<file path="src/rtl/jt12_snd_mixer_if.sv">
// Control and data bundle between the sound generators and the stereo mixer.
interface jt12_snd_mixer_if #(
    parameter int CH = 4,
    parameter int W  = 16,
    parameter int GW = 8
);
    logic             cen;
    logic             sample_in;
    logic [CH*W-1:0]  ch_left;
    logic [CH*W-1:0]  ch_right;
    logic [CH*GW-1:0] ch_gain;
    logic             clr_overrun;
    logic [W-1:0]     snd_left;
    logic [W-1:0]     snd_right;
    logic             snd_sample;
    logic             busy;
    logic             overrun;

    modport master (
        output cen, sample_in, ch_left, ch_right, ch_gain, clr_overrun,
        input  snd_left, snd_right, snd_sample, busy, overrun
    );

    modport slave (
        input  cen, sample_in, ch_left, ch_right, ch_gain, clr_overrun,
        output snd_left, snd_right, snd_sample, busy, overrun
    );
endinterface

</file>
<file path="src/rtl/jt12_snd_mixer.sv">
// Time-multiplexed stereo mixer: one gain multiply-accumulate per enabled cycle,
// arithmetic shift by FRAC and saturation to W bits on output.
module jt12_snd_mixer #(
    parameter int CH   = 4,
    parameter int W    = 16,
    parameter int GW   = 8,
    parameter int FRAC = 4
) (
    input  logic                clk,
    input  logic                rst,
    jt12_snd_mixer_if.slave     bus
);
    localparam int IW = $clog2(CH);
    localparam int PW = W + GW + 1;
    localparam int A  = W + GW + IW + 1;
    localparam logic signed [A-1:0] SAT_MAX = {{(A-W+1){1'b0}}, {(W-1){1'b1}}};
    localparam logic signed [A-1:0] SAT_MIN = {{(A-W+1){1'b1}}, {(W-1){1'b0}}};

    typedef enum logic [1:0] {S_IDLE, S_ACC, S_OUT} state_t;

    state_t                 r_state;
    state_t                 w_state_next;
    logic [IW-1:0]          r_idx;
    logic [CH*W-1:0]        r_lq;
    logic [CH*W-1:0]        r_rq;
    logic [CH*GW-1:0]       r_gq;
    logic signed [A-1:0]    r_acc_l;
    logic signed [A-1:0]    r_acc_r;
    logic signed [W-1:0]    r_snd_l;
    logic signed [W-1:0]    r_snd_r;
    logic                   r_sample;
    logic                   r_overrun;

    logic signed [W-1:0]    w_l [CH];
    logic signed [W-1:0]    w_r [CH];
    logic        [GW-1:0]   w_g [CH];
    logic signed [PW-1:0]   w_prod_l;
    logic signed [PW-1:0]   w_prod_r;
    logic signed [A-1:0]    w_shift_l;
    logic signed [A-1:0]    w_shift_r;
    logic signed [W-1:0]    w_sat_l;
    logic signed [W-1:0]    w_sat_r;
    logic                   w_last;

    genvar gi;
    generate
        for (gi = 0; gi < CH; gi++) begin : g_unpack
            assign w_l[gi] = r_lq[gi*W +: W];
            assign w_r[gi] = r_rq[gi*W +: W];
            assign w_g[gi] = r_gq[gi*GW +: GW];
        end
    endgenerate

    // Gain is unsigned, so it gets a zero sign bit before the signed multiply.
    assign w_prod_l = w_l[r_idx] * $signed({1'b0, w_g[r_idx]});
    assign w_prod_r = w_r[r_idx] * $signed({1'b0, w_g[r_idx]});
    assign w_last   = (r_idx == IW'(CH-1));

    assign w_shift_l = r_acc_l >>> FRAC;
    assign w_shift_r = r_acc_r >>> FRAC;

    always_comb begin
        w_sat_l = w_shift_l[W-1:0];
        if (w_shift_l > SAT_MAX)      w_sat_l = SAT_MAX[W-1:0];
        else if (w_shift_l < SAT_MIN) w_sat_l = SAT_MIN[W-1:0];
        w_sat_r = w_shift_r[W-1:0];
        if (w_shift_r > SAT_MAX)      w_sat_r = SAT_MAX[W-1:0];
        else if (w_shift_r < SAT_MIN) w_sat_r = SAT_MIN[W-1:0];
    end

    always_comb begin
        w_state_next = r_state;
        if (bus.cen) begin
            case (r_state)
                S_IDLE:  if (bus.sample_in) w_state_next = S_ACC;
                S_ACC:   if (w_last) w_state_next = S_OUT;
                S_OUT:   w_state_next = S_IDLE;
                default: w_state_next = S_IDLE;
            endcase
        end
    end

    always_ff @(posedge clk) begin
        if (rst) r_state <= S_IDLE;
        else     r_state <= w_state_next;
    end

    always_ff @(posedge clk) begin
        if (rst) begin
            r_idx     <= '0;
            r_lq      <= '0;
            r_rq      <= '0;
            r_gq      <= '0;
            r_acc_l   <= '0;
            r_acc_r   <= '0;
            r_snd_l   <= '0;
            r_snd_r   <= '0;
            r_sample  <= 1'b0;
            r_overrun <= 1'b0;
        end else begin
            r_sample <= 1'b0;
            if (bus.cen) begin
                case (r_state)
                    S_IDLE: if (bus.sample_in) begin
                        r_lq    <= bus.ch_left;
                        r_rq    <= bus.ch_right;
                        r_gq    <= bus.ch_gain;
                        r_acc_l <= '0;
                        r_acc_r <= '0;
                        r_idx   <= '0;
                    end
                    S_ACC: begin
                        r_acc_l <= r_acc_l + {{(A-PW){w_prod_l[PW-1]}}, w_prod_l};
                        r_acc_r <= r_acc_r + {{(A-PW){w_prod_r[PW-1]}}, w_prod_r};
                        if (!w_last) r_idx <= r_idx + 1'b1;
                    end
                    S_OUT: begin
                        r_snd_l  <= w_sat_l;
                        r_snd_r  <= w_sat_r;
                        r_sample <= 1'b1;
                        r_idx    <= '0;
                    end
                    default: r_idx <= '0;
                endcase
            end
            // A strobe while busy sets the flag even if a clear arrives together.
            if (bus.cen && bus.sample_in && r_state != S_IDLE) r_overrun <= 1'b1;
            else if (bus.cen && bus.clr_overrun)                r_overrun <= 1'b0;
        end
    end

    assign bus.snd_left   = r_snd_l;
    assign bus.snd_right  = r_snd_r;
    assign bus.snd_sample = r_sample;
    assign bus.busy       = (r_state != S_IDLE);
    assign bus.overrun    = r_overrun;
endmodule

</file>
<file path="src/flat_wrapper.sv">
// flat-port wrapper written by rule: the top's interface ports become plain ports
module jt12_snd_mixer_flat 
#(
    parameter int CH   = 4,
    parameter int W    = 16,
    parameter int GW   = 8,
    parameter int FRAC = 4
)
  (clk, rst, bus_cen, bus_sample_in, bus_ch_left, bus_ch_right, bus_ch_gain, bus_clr_overrun, bus_snd_left, bus_snd_right, bus_snd_sample, bus_busy, bus_overrun);
  jt12_snd_mixer_if #(.CH(CH), .W(W), .GW(GW)) bus_i ();
  input  logic clk;
  input  logic rst;
  input wire logic [$bits(bus_i.cen)-1:0] bus_cen;
  input wire logic [$bits(bus_i.sample_in)-1:0] bus_sample_in;
  input wire logic [$bits(bus_i.ch_left)-1:0] bus_ch_left;
  input wire logic [$bits(bus_i.ch_right)-1:0] bus_ch_right;
  input wire logic [$bits(bus_i.ch_gain)-1:0] bus_ch_gain;
  input wire logic [$bits(bus_i.clr_overrun)-1:0] bus_clr_overrun;
  output wire logic [$bits(bus_i.snd_left)-1:0] bus_snd_left;
  output wire logic [$bits(bus_i.snd_right)-1:0] bus_snd_right;
  output wire logic [$bits(bus_i.snd_sample)-1:0] bus_snd_sample;
  output wire logic [$bits(bus_i.busy)-1:0] bus_busy;
  output wire logic [$bits(bus_i.overrun)-1:0] bus_overrun;
  assign bus_i.cen = bus_cen;
  assign bus_i.sample_in = bus_sample_in;
  assign bus_i.ch_left = bus_ch_left;
  assign bus_i.ch_right = bus_ch_right;
  assign bus_i.ch_gain = bus_ch_gain;
  assign bus_i.clr_overrun = bus_clr_overrun;
  assign bus_snd_left = bus_i.snd_left;
  assign bus_snd_right = bus_i.snd_right;
  assign bus_snd_sample = bus_i.snd_sample;
  assign bus_busy = bus_i.busy;
  assign bus_overrun = bus_i.overrun;
  jt12_snd_mixer #(.CH(CH), .W(W), .GW(GW), .FRAC(FRAC)) u_core (.clk(clk), .rst(rst), .bus(bus_i));
endmodule
</file>
<file path="config.mk">
export PLATFORM = sky130hd
export DESIGN_NAME = jt12_snd_mixer_flat
export DESIGN_NICKNAME = d
export VERILOG_FILES = /design/src/rtl/jt12_snd_mixer_if.sv /design/src/rtl/jt12_snd_mixer.sv /design/src/flat_wrapper.sv
export SDC_FILE = /design/constraint.sdc
export NUM_CORES = 1
export LEC_CHECK = 0
export ABC_AREA = 0
export CORE_MARGIN = 2
export CORE_UTILIZATION = 65
export CTS_BUF_LIST = sky130_fd_sc_hd__clkbuf_8
export DETAILED_ROUTE_END_ITERATION = 12
export HOLD_SLACK_MARGIN = 0.1
export PLACE_DENSITY = 0.89
export SYNTH_ARGS = -nofsm -noshare
export SYNTH_HDL_FRONTEND = slang
export SYNTH_SLANG_ARGS = --single-unit
</file>
<file path="constraint.sdc">
create_clock -name clk -period 11.3 [get_ports clk]
set_input_delay 2.26 -clock clk [delete_from_list [all_inputs] [get_ports clk]]
set_output_delay 2.26 -clock clk [all_outputs]
set_load 0.05 [all_outputs]
</file>
==> impl_metrics.yaml <==
global_routing:
  antenna_found_initial: 0
  grt_pass1_vias: 18600
  overflow: 0
  grt.total_usage_pct: 32.0
  grt_max_degree: 120
  grt_pass1_wl_um: 89200
timing:
  period_minus_slack_ns: 8.64
  finalHoldViolations: 0
  finClkSkew_ns: 0.0355
  slew_violations: 0
  fin_ws_ns: 2.66
  period_share_pct: 76.5
  fin_setup_tns_ns: 0
  setup_viol: 0
  rsz0062_at_grt: "no"
  max_slew_margin_pct: 23.0
  worstMarginPinSlew_ns: 1.16
  fmaxAchievable_mhz: 116
power_and_ir_drop:
  internal_power_mw: 1.50
  pwr-share-clk_pct: 38.2
  swShare_pct: 29.1
  p_per_area_mw_per_mm2: 86.2
  pwr-share-comb_pct: 17.1
  p_sw_mw: 0.613
  pwr-share-seq_pct: 44.7
  ir_worst_vdd_mv: 0.0865
  p_leak_nw: 11.1
  p_total_mw: 2.11
synthesis:
  yosysWarnings: 0
  ys_top_cells_by_area: "dfxtp_1 (24%), fa_1 (19%), nand2_1 (9.5%)"
  ys_types: 69
  syn_avg_cell_area_um2: 8.12
  yosysSeqAreaShare_pct: 23.5
  synth-async-reset-ratio_pct: 0
  synth_ff_type: "dfxtp_1"
  ys_ff_latch: 252
  synth_top_area_share_pct: 23.5
  synth-edff-count: 0
  synth.largest_area_cell: "dfxtp_1"
  syn_area_mm2: 0.0214
  synth_commonest_cells: "nand2_1 (541), inv_1 (358), a21oi_1 (275), dfxtp_1 (252), fa_1 (206)"
  yosysMostFrequentCell: "nand2_1"
  postSynthCellCount: 2640
  syn-num-nets: 3168
setup_path:
  critPathBufInv: 3
  cpPeakStageDelay_ns: 0.97
  path_common_cell: "fa_1"
  crit_required_ns: 11.80
  critPathTopFamily: "compound AO/OA/AOI/OAI gates"
  crit_type: "reg -> reg"
  cp-end-kind: "flop"
  crit_slowest_cell: "dfxtp_4"
  path_max_fanout: 55
  arrival_ns: 9.14
  startpoint_type: "flop"
  rrSetupSlack_ns: 2.66
clock_tree:
  cts-resized-gates: 0
  cts_tree: "yes"
  htreeDepth: 2
  clk_pin_slew_ns: 0.06
  hold_buffers: 0
  clk_latency_ns: 0.58
  clockBufferDepth: 3
  post_cts_buffers: 0
  cts_buffers: 43
  ctsRootBufferMaster: "clkbuf_8"
  clock_sinks: 252
drt:
  wl_um: 53800
  drt_iter0_drc: 1478
  vias_per_cell: 5.78
  post-route-drc-count: 0
  antenna_left: 0
  avgRoutedWirePerCell_um: 16.6
  drt_first_pass_iters: 6
  num_vias: 18800
placement:
  io_buffer_count: 199
  dp_hpwl_um: 41300
  place_inst: 3176
  gp_congestion: 0.938
  dpl_cell_area_mm2: 0.0236
  preCtsSetupSlack_ns: 2.78
floorplan:
  core_area_mm2: 0.0325
  initial_core_util_pct: 65.9
  die_area_mm2: 0.0345
  rows: 66
  num_io_pins: 200
  die_h_um: 186
  die_width_um: 186
job:
  maxCapViolCount: 0
min_path:
  hp-class: "reg -> reg"
layout:
  finalNetCount: 3307
  layout-drive-gt1-share_pct: 4.99
  fin_cells: 3248
  antenna_cells: 0
  stdcell_area_mm2: 0.0245
  area_delta_synth_final_pct: 14.1
status:
  status: "complete, no violations"
metal layers:
layer	part of all wire [%]	global-route usage, %	routed length [um]
met4	2.9	9.95	1550
met5	0	0	0
met1	42	43.0	22700
met3	8.0	4.36	4300
met2	47	54.0	25200
registers in the layout, indices dropped and copies added (netlist names):
signal                 cells
u_core.bus.snd_left       16
u_core.r_rq               64
u_core.r_gq               32
u_core.r_lq               64
u_core.r_state             2
u_core.r_acc_r            27
u_core.bus.snd_right      16
u_core.r_idx               2
u_core.bus.overrun         1
u_core.r_acc_l            27
u_core.bus.snd_sample      1
worst paths after layout:
kind / startpoint / to / depth (start not counted)
worst max-delay path: u_core.r_idx[0] / u_core.r_acc_r[26] / 27
worst min-delay path: u_core.bus.snd_right[11] / u_core.bus.snd_right[11] / 2
worst max register to register: u_core.r_idx[0] / u_core.r_acc_r[26] / 27
worst min register to register: u_core.bus.snd_right[11] / u_core.bus.snd_right[11] / 2
power groups by stage:
stage	logic, mW	registers (mW)	clock network (mW)
after floorplan	0.232	0.949	0
after detailed placement	0.354	0.960	0
final	0.362	0.942	0.805
after CTS	0.356	0.941	0.815
after global routing	0.397	0.945	0.857
after global placement	0.342	0.959	0
cells in the final DEF, fill, tap and decap left out, types with 6 or more instances in the layout:
master           netlist  final
nand2b_1               7      7
o211ai_1               9      9
nor4_1                 8      8
clkdlybuf4s50_1        0    198
nand2_1              541    541
buf_4                  0      9
o21ai_0               97     96
a211oi_1               6      6
a21oi_1              275    275
or3_1                 10     10
mux2i_1               16     16
o21ai_1               10     10
nand4_1                9      9
a21o_1                29     29
clkbuf_8               0     50
o21bai_1              11     11
nor2b_1               10     10
o21a_1                22     22
o31ai_1                6      6
ha_1                 157    157
a22oi_1               27     27
or2_2                 10      9
nor2_1               159    158
a31oi_1                9      9
mux4_2                28     28
inv_1                358    370
nand3_1               10     10
xnor2_1               51     51
dfxtp_1              252    250
xor2_1                22     22
mux2_2                13     13
fa_1                 206    206
nor3_1                19     19
and2_1                73     73
and3_1                 7      7
stage by stage:
step           hold slack, ns  util (%)
6_report                0.449      75.2
5_1_grt                 0.465      75.2
4_1_cts                 0.450      75.2
3_5_place_dp            0.443      72.6
3_3_place_gp            0.437      72.6
2_1_floorplan           0.433         -
worst reg2reg max path, cell delays in order, from the launching register on:
cell and delay, ns:
dfxtp_4 0.97, mux2_2 0.41, o21a_1 0.69, nand2_1 0.20, fa_1 0.58, inv_1 0.06
fa_1 0.49, fa_1 0.49, inv_1 0.05, fa_1 0.47, inv_1 0.04, ha_1 0.32
o21a_1 0.23, o21ai_0 0.32, a21oi_1 0.17, a211oi_1 0.25, o21bai_1 0.13, a2111oi_2 0.49
nor3_1 0.16, nor4_1 0.30, nand3b_1 0.17, ha_1 0.30, a21o_1 0.19, a21oi_1 0.24
o21ai_0 0.15, o21ai_0 0.20, or4b_1 0.45, o211ai_1 0.09
cells by family (layout without fill, tap and decap cells):
family	after synthesis	in the layout	synth area share, %
fa+ha+maj	363	363	28.4
xor+xnor	73	73	2.98
mux	57	57	4.37
flops	252	252	23.5
buf+inv	472	638	8.34
compound gates	540	540	14.7
simple gates	883	883	17.6
cell type report:
| cell class | instances | area [um^2] |
|---|---|---|
| Clock inverter | 22 | 140 |
| Fill cell | 2323 | 8080 |
| Tap cell | 442 | 553 |
| Timing Repair Buffer | 208 | 2060 |
| Clock buffer | 50 | 688 |
| Sequential cell | 252 | 5050 |
| Inverter | 358 | 1340 |
| Multi-Input combinational cell | 1916 | 14600 |
(Power assumes the default switching activity.)
